### src/rtl/vex_bus_arbiter.sv
// vex_bus_arbiter: shares one memory port between a VexRiscv-style iBus and dBus.
// Only one transaction is in flight at a time. Reads wait for a response, which
// is bounded by a timeout. Writes complete on the command handshake alone.
// Optional feature: define VEX_ARB_RR_EN to alternate the grant when both buses
// request in the same cycle. When it is undefined, dBus has fixed priority on ties.
module vex_bus_arbiter #(
  parameter int unsigned TIMEOUT_CYCLES = 255
) (
  input  logic        clk,
  input  logic        reset,
  input  logic        iBus_cmd_valid,
  output logic        iBus_cmd_ready,
  input  logic [31:0] iBus_cmd_payload_pc,
  output logic        iBus_rsp_valid,
  output logic        iBus_rsp_payload_error,
  output logic [31:0] iBus_rsp_payload_inst,
  input  logic        dBus_cmd_valid,
  output logic        dBus_cmd_ready,
  input  logic        dBus_cmd_payload_wr,
  input  logic [31:0] dBus_cmd_payload_address,
  input  logic [31:0] dBus_cmd_payload_data,
  input  logic [1:0]  dBus_cmd_payload_size,
  output logic        dBus_rsp_ready,
  output logic        dBus_rsp_error,
  output logic [31:0] dBus_rsp_data,
  output logic        mem_cmd_valid,
  input  logic        mem_cmd_ready,
  output logic [31:0] mem_cmd_addr,
  output logic [31:0] mem_cmd_wdata,
  output logic [3:0]  mem_cmd_wstrb,
  input  logic        mem_rsp_valid,
  input  logic        mem_rsp_error,
  input  logic [31:0] mem_rsp_data
);

  typedef enum logic [4:0] {
    IDLE   = 5'b00001,
    GNT_I  = 5'b00010,
    GNT_D  = 5'b00100,
    WAIT_I = 5'b01000,
    WAIT_D = 5'b10000
  } arbState_t;

  localparam logic [15:0] TIMEOUT_LIMIT = 16'(TIMEOUT_CYCLES);

  arbState_t   stateReg;
  logic [15:0] waitCntReg;

  logic inGntI, inGntD, inWaitI, inWaitD;
  logic tieToD, pickD;
  logic timeoutHit;
  logic [3:0] writeStrb;
  logic unusedPcLowBits;

  assign inGntI  = (stateReg == GNT_I);
  assign inGntD  = (stateReg == GNT_D);
  assign inWaitI = (stateReg == WAIT_I);
  assign inWaitD = (stateReg == WAIT_D);

  // Fetches are always word aligned, so the low pc bits carry no information here.
  assign unusedPcLowBits = ^iBus_cmd_payload_pc[1:0];

`ifdef VEX_ARB_RR_EN
  // 1 = dBus wins the next tie. It starts dBus-preferred and flips on every accepted command.
  logic preferDReg;
  assign tieToD = preferDReg;
`else
  assign tieToD = 1'b1;
`endif

  // A lone requester always wins. The tie-break only matters when both are valid.
  assign pickD = dBus_cmd_valid && (!iBus_cmd_valid || tieToD);

  // waitCntReg counts silent WAIT cycles already spent. The forced error goes out in
  // the cycle where that count equals the limit.
  assign timeoutHit = (waitCntReg == TIMEOUT_LIMIT);

  // Byte-lane enables for a dBus write. Each lane is decoded from size and the low address bits.
  genvar gi;
  generate
    for (gi = 0; gi < 4; gi++) begin : gLane
      localparam logic [1:0] LANE = 2'(gi);
      assign writeStrb[gi] = (dBus_cmd_payload_size == 2'd0) ? (dBus_cmd_payload_address[1:0] == LANE) :
                             (dBus_cmd_payload_size == 2'd1) ? (dBus_cmd_payload_address[1] == LANE[1]) :
                             1'b1;
    end
  endgenerate

  // Arbitration FSM, wait counter and tie-break pointer, all in one sequential block.
  always_ff @(posedge clk or negedge reset) begin
    if (!reset) begin
      stateReg   <= IDLE;
      waitCntReg <= '0;
`ifdef VEX_ARB_RR_EN
      preferDReg <= 1'b1;
`endif
    end else begin
      unique case (stateReg)
        IDLE: begin
          waitCntReg <= '0;
          if (iBus_cmd_valid || dBus_cmd_valid)
            stateReg <= pickD ? GNT_D : GNT_I;
        end
        GNT_I: begin
          if (!iBus_cmd_valid)
            stateReg <= IDLE;
          else if (mem_cmd_ready)
            stateReg <= WAIT_I;
        end
        GNT_D: begin
          if (!dBus_cmd_valid)
            stateReg <= IDLE;
          else if (mem_cmd_ready)
            stateReg <= dBus_cmd_payload_wr ? IDLE : WAIT_D;
        end
        WAIT_I, WAIT_D: begin
          if (mem_rsp_valid || timeoutHit) begin
            stateReg   <= IDLE;
            waitCntReg <= '0;
          end else begin
            waitCntReg <= waitCntReg + 16'd1;
          end
        end
        default: begin
          stateReg   <= IDLE;
          waitCntReg <= '0;
        end
      endcase
`ifdef VEX_ARB_RR_EN
      if ((inGntI && iBus_cmd_valid && mem_cmd_ready) ||
          (inGntD && dBus_cmd_valid && mem_cmd_ready))
        preferDReg <= !preferDReg;
`endif
    end
  end

  assign mem_cmd_valid  = inGntI || inGntD;
  assign iBus_cmd_ready = inGntI && mem_cmd_ready;
  assign dBus_cmd_ready = inGntD && mem_cmd_ready;

  // Forward the granted bus's command to the memory port. Outside a grant it drives zeros.
  always_comb begin
    mem_cmd_addr  = '0;
    mem_cmd_wdata = '0;
    mem_cmd_wstrb = '0;
    if (inGntI) begin
      mem_cmd_addr = {iBus_cmd_payload_pc[31:2], 2'b00};
    end else if (inGntD) begin
      mem_cmd_addr = {dBus_cmd_payload_address[31:2], 2'b00};
      if (dBus_cmd_payload_wr) begin
        mem_cmd_wdata = dBus_cmd_payload_data;
        mem_cmd_wstrb = writeStrb;
      end
    end
  end

  // Responses pass through in the same cycle. A real response beats a coinciding timeout.
  // Response outputs drive zeros unless the matching WAIT state is active.
  assign iBus_rsp_valid         = inWaitI && (mem_rsp_valid || timeoutHit);
  assign iBus_rsp_payload_error = inWaitI && (mem_rsp_valid ? mem_rsp_error : timeoutHit);
  assign iBus_rsp_payload_inst  = (inWaitI && mem_rsp_valid) ? mem_rsp_data : 32'h0;

  assign dBus_rsp_ready = inWaitD && (mem_rsp_valid || timeoutHit);
  assign dBus_rsp_error = inWaitD && (mem_rsp_valid ? mem_rsp_error : timeoutHit);
  assign dBus_rsp_data  = (inWaitD && mem_rsp_valid) ? mem_rsp_data : 32'h0;

endmodule

### config.mk
export PLATFORM = sky130hd
export DESIGN_NAME = vex_bus_arbiter
export DESIGN_NICKNAME = d
export VERILOG_FILES = /design/src/rtl/vex_bus_arbiter.sv
export SDC_FILE = /design/constraint.sdc
export NUM_CORES = 1
export LEC_CHECK = 0
export ABC_AREA = 0
export CORE_AREA = 2 2 106 108
export CTS_BUF_LIST = sky130_fd_sc_hd__clkbuf_16
export CTS_CLUSTER_DIAMETER = 50
export CTS_CLUSTER_SIZE = 12
export DETAILED_ROUTE_END_ITERATION = 7
export DIE_AREA = 0 0 108 110
export HOLD_SLACK_MARGIN = 0.1
export PLACE_DENSITY = 0.77
export SYNTH_ARGS = -nofsm -noshare
export SYNTH_HDL_FRONTEND = slang
export SYNTH_SLANG_ARGS = --single-unit
### constraint.sdc
create_clock -name clk -period 4.87 [get_ports clk]
set_input_delay 0.7305 -clock clk [delete_from_list [all_inputs] [get_ports clk]]
set_output_delay 0.7305 -clock clk [all_outputs]
set_load 0.05 [all_outputs]
# ---- After elaboration in Yosys (flattened, before gate mapping)
# Index checks and enable logic that the tools add are counted.
dict set report classes {
  add_sub_neg 1
  n_eq_ne 14
  n_mux 28
  bitwise 1
  reduce_logical 16
}
# operator n
set op_table {}
lappend op_table {{$mux W32} 7}
lappend op_table {{$mux W5} 7}
lappend op_table {{$pmux W16 S2} 1}
lappend op_table {{$pmux W5 S4} 1}
lappend op_table {{$add A16 B1 Y16 const B} 1}
lappend op_table {{$eq A16 B8 Y1 const B} 1}
lappend op_table {{$mux W16} 1}
lappend op_table {{$mux W4} 3}
lappend op_table {{$logic_and A1 B1 Y1} 8}
lappend op_table {{$mux W1} 7}
lappend op_table {{$ne A3 B3 Y1 const B} 2}
lappend op_table {{$eq A5 B1 Y1 const B} 1}
lappend op_table {{$eq A5 B2 Y1 const B} 1}
lappend op_table {{$eq A5 B3 Y1 const B} 1}
lappend op_table {{$eq A5 B4 Y1 const B} 1}
lappend op_table {{$eq A5 B5 Y1 const B} 1}
lappend op_table {{$eq A2 B1 Y1 const B} 2}
lappend op_table {{$eq A2 B2 Y1 const B} 2}
lappend op_table {{$logic_not A2 Y1} 2}
lappend op_table {{$ne A2 B2 Y1 const B} 2}
lappend op_table {{$reduce_and A4 Y1} 1}
lappend op_table {{$reduce_or A2 Y1} 2}
lappend op_table {{$logic_or A1 B1 Y1} 3}
lappend op_table {{$mux W3} 1}
lappend op_table {{$not A1 Y1} 1}
dict set report word_totals {
  register_bits 21
  inputBits 138
  wordCells 62
}

# ---- Logic depth before layout (Yosys ltp)
dict set report depth {
  ltp_word 6
  depth_mapped 7
  ltp_nobuf 6
}

# ---- Worst setup path before layout
# Ideal clock, no wire load.
dict set report synth_path {
  path_kind {register to output}
  from {register waitCntReg[9]}
  to {output port dBus_rsp_error}
  arrival_ns 2.657
  required_time_ns 4.140
  path_slack_ns 1.483
  stages_incl_launch_ff 5
  path_cell_list {dfrtp_1 -> or4_4 -> o41ai_4 -> and4b_1 -> nor2b_1}
}
dict set report synth_via {
  elab_chain_cells 3
}
# item line_no
set synth_lines {}
lappend synth_lines {{start, declared} 47} ;# logic [15:0] waitCntReg;
lappend synth_lines {{start signal, assigned} 121} ;# waitCntReg <= waitCntReg + 16'd1;
lappend synth_lines {{$eq A16 B8 Y1} 76} ;# assign timeoutHit = (waitCntReg == TIMEOUT_LIMIT);
lappend synth_lines {{$mux W1} 164} ;# assign dBus_rsp_error = inWaitD && (mem_rsp_valid ? mem_rsp_error : timeoutHit);
lappend synth_lines {{$logic_and A1 B1 Y1} 164}
lappend synth_lines {{end, declared} 24} ;# output logic dBus_rsp_error,
# No other way between the ends.

# ---- Final worst setup path
dict set report layout_path {
  from {register stateReg[4]}
  to {output port mem_cmd_addr[18]}
}
dict set report layout_via {
  elab_chain_cells 3
}
# item line_no
set layout_lines {}
lappend layout_lines {{start, declared} 46} ;# arbState_t stateReg;
lappend layout_lines {{start signal, assigned} 102} ;# stateReg <= pickD ? GNT_D : GNT_I;
lappend layout_lines {{start signal, assigned} 114} ;# stateReg <= dBus_cmd_payload_wr ? IDLE : WAIT_D;
lappend layout_lines {{$eq A5 B3 Y1} 56} ;# assign inGntD = (stateReg == GNT_D);
lappend layout_lines {{$mux W32} 148} ;# end else if (inGntD) begin
lappend layout_lines {{$mux W32 *} 146} ;# if (inGntI) begin
lappend layout_lines {{end, declared} 28} ;# output logic [31:0] mem_cmd_addr,
# Every way passes the cells marked *; elsewhere a longest branch is shown, timed or not.

==> summary.md <==
| Metric | Value |
|---|---|
| Status | `completed` |
| Final net count | `692` |
| Min-delay src | `waitCntReg[7]` |
| Placer's final routability congestion estimate | `0.847` |
| Post-synth top flop | `dfrtp_1` |
| Worst R2R Start | `stateReg[4]` |
| Most frequent cells in the layout | `clkdlybuf4s50_1 (272), and2_1 (67), and3_1 (35)` |
| FP Rows | `38` |
| Post-DP Area | `0.00509 mm²` |
| Congestion Overflow GR | `0` |
| Max Root-Sink Buffers | `2` |
| # clock sinks | `21` |
| HP Class | `reg -> reg` |
| Clk Latency, worst-skew pair | `0.25 ns` |
| Vias in the first global route | `3190` |
| Die height | `110 µm` |
| CP required | `4.14 ns` |
| Share of layout cells above drive strength 1 | `0.0344` |
| Crit end category | `output pin` |
| RR Endpoint | `stateReg[4]` |
| Mapped Area | `0.00227 mm²` |
| Seq/Total Area, Yosys | `0.232` |
| Post-CTS setup buffer count | `0` |
| Routed wire per std cell | `17.4 µm` |
| Initial DRC count | `146` |
| Crit path kind | `reg -> out` |
| Die width | `108 µm` |
| Initial Utilization | `0.212` |
| First-pass GRT wire length | `17300 µm` |
| All-layer global routing usage | `0.187` |
| Crit path max-delay family | `simple AND/OR/NAND/NOR gates` |
| PortBufs | `272` |
| Die area | `0.0119 mm²` |
| Switching Share | `0.477` |
| Post-cts resize count | `0` |
| Max Clock Skew | `0.00370 ns` |
| WHS Path Cells | `1` |
| Final Critical Period | `3.78 ns` |
| Pwr dens | `221 mW/mm²` |
| Final instance area | `0.00517 mm²` |
| Hold Path End | `waitCntReg[7]` |
| Largest stage delay on the critical path | `0.99 ns` |
| CTS tree | `built` |
| Count of final hold-check violations | `0` |
| DR pass1 iterations | `4` |
| CP Max Fanout | `32` |
| Slew HR | `0.212` |
| Initial antenna violation count | `1` |
| Routed Antenna Nets | `0` |
| Clk pwr share | `0.151` |
| Largest net degree at the start of global routing | `38` |
| Slew @ Worst Pin | `1.18 ns` |
| Synthesized area per cell | `7.60 µm²` |
| Fin crit share | `0.777` |
| Synth warn | `0` |
| Post-synthesis register bit count | `21` |
| Asr flop ratio synth | `1.00` |
| Reg clk slew, reported paths | `0.06 ns` |
| Setup violators final | `0` |
| CP startpoint kind | `flip-flop` |
| WP data arrival | `3.05 ns` |
| Syn Inst Count | `298` |
| Final Util | `0.483` |
| Highest clock rate | `264 MHz` |
| Root buf cell | `clkbuf_16` |
| Filler-free cell count of the finished design | `693` |
| Lkg Pwr | `2.09 nW` |
| Pwr Total | `1.14 mW` |
| CP cell instances | `nor2_1 -> and3_1 -> a22o_1 -> clkdlybuf4s50_1` |
| Routed wire length | `12000 µm` |
| Reg power frac | `0.178` |
| Fill count | `998` |
| Worst path slowest cell | `and3_1` |
| Ports | `277` |
| Peak VDD IR | `256 µV` |
| Buf/Inv on CP | `1` |
| Core box area | `0.0107 mm²` |
| Worst r2r path cells | `5` |
| RSZ-0062 raised after global routing | `no` |
| Via density | `4.69` |
| CTS Buf Count | `3` |
| Internal power | `598 µW` |
| # hold bufs at CTS | `0` |
| Max Cap Violations | `0` |
| Net Switching | `546 µW` |
| Combinational Power Share | `0.671` |
| Estimated wirelength of the detail-placed design | `10100 µm` |
| Reg2Reg Setup Slack | `2.44 ns` |
| Max-slew violation count | `0` |
| H-tree depth | `1` |
| Residual DRC | `0` |
| Dpl cells | `688` |
| Synth unique cells | `46` |
| Setup TNS | `0 ns` |
| DR vias | `3248` |
| EDFF count, synth | `0` |
| Commonest non-fill, non-tap cell in the layout | `clkdlybuf4s50_1` |
| Synthesis-to-finish area growth | `128%` |
==> synth_stat cells, drive strengths merged (5+ instances only) <==
master / count / area (µm²)
o21ai: 9 / 56.3
dfrtp: 20 / 500
a31oi: 7 / 43.8
a22o: 32 / 280
clkbuf: 21 / 80.1
a21oi: 16 / 80.1
nand2: 9 / 33.8
and2: 67 / 419
buf: 6 / 38.8
inv: 7 / 26.3
nand3: 13 / 65.1
and3: 35 / 219
nor2: 12 / 47.6
or3: 5 / 33.8
==> worst max path at each step <==
stage | from | to | cells after the start | slack (ns)
after CTS | dBus_cmd_payload_wr | mem_cmd_wstrb[0] | 4 | 1.13
after global routing | stateReg[4] | mem_cmd_addr[18] | 4 | 0.95
final | stateReg[4] | mem_cmd_addr[18] | 4 | 1.09
after global placement | dBus_cmd_payload_wr | mem_cmd_wstrb[0] | 4 | 1.16
after detailed placement | dBus_cmd_payload_wr | mem_cmd_wstrb[0] | 4 | 1.13
after floorplan | waitCntReg[9] | dBus_rsp_error | 4 | 1.48
==> metrics by stage <==
stage	hold slack [ns]	setup WS, ns
floorplan	0.435	1.48
global placement	0.464	1.16
detailed placement	0.485	1.13
CTS	0.496	1.13
global route	0.525	0.954
finish	0.497	1.09
==> state kept, by name, indices dropped and copies added, names as in the netlist <==
register and cells:
waitCntReg 16, stateReg 5
==> kinds of logic (layout without fill, tap and decap cells) <==
logic type	Yosys count	after routing	share of synthesized area
AO/OA/AOI/OAI	72	72	0.240
XOR/XNOR	4	4	0.0155
adder cells (fa/ha/maj)	1	1	0.00552
buffers and inverters	34	287	0.0640
flip-flops	21	21	0.232
multiplexers	1	1	0.00442
other	1	3	0.00165
AND/OR/NAND/NOR	164	164	0.436
==> cell type report <==
| class | instances | area, µm² | area share |
|---|---|---|---|
| Antenna cell | 1 | 2.50 | 0.000484 |
| Clock buffer | 3 | 75.1 | 0.0145 |
| Clock inverter | 1 | 3.75 | 0.000726 |
| Inverter | 7 | 26.3 | 0.00508 |
| Multi-Input combinational cell | 244 | 1610 | 0.311 |
| Sequential cell | 21 | 527 | 0.102 |
| Tap cell | 140 | 175 | 0.0339 |
| Timing Repair Buffer | 276 | 2750 | 0.533 |
==> metal layers <==
| metal | part of all wire | GRT usage | wire length [µm] | vias up |
|---|---|---|---|---|
| met1 | 0.41 | 0.228 | 4880 | 1521 |
| met5 | 0 | 0 | 0 | - |
| met2 | 0.50 | 0.327 | 6070 | 129 |
| li1 | - | - | - | 1582 |
| met4 | 0.016 | 0.0311 | 193 | 0 |
| met3 | 0.075 | 0.0594 | 901 | 16 |
==> power by group through the flow <==
stage | clock network [mW] | registers (mW) | logic, mW
2_1_floorplan | 0 | 0.202 | 0.459
3_3_place_gp | 0 | 0.205 | 0.755
3_5_place_dp | 0 | 0.207 | 0.766
4_1_cts | 0.173 | 0.204 | 0.768
5_1_grt | 0.184 | 0.207 | 0.801
6_report | 0.172 | 0.204 | 0.768
No activity file was read; power rests on OpenSTA's default activity.
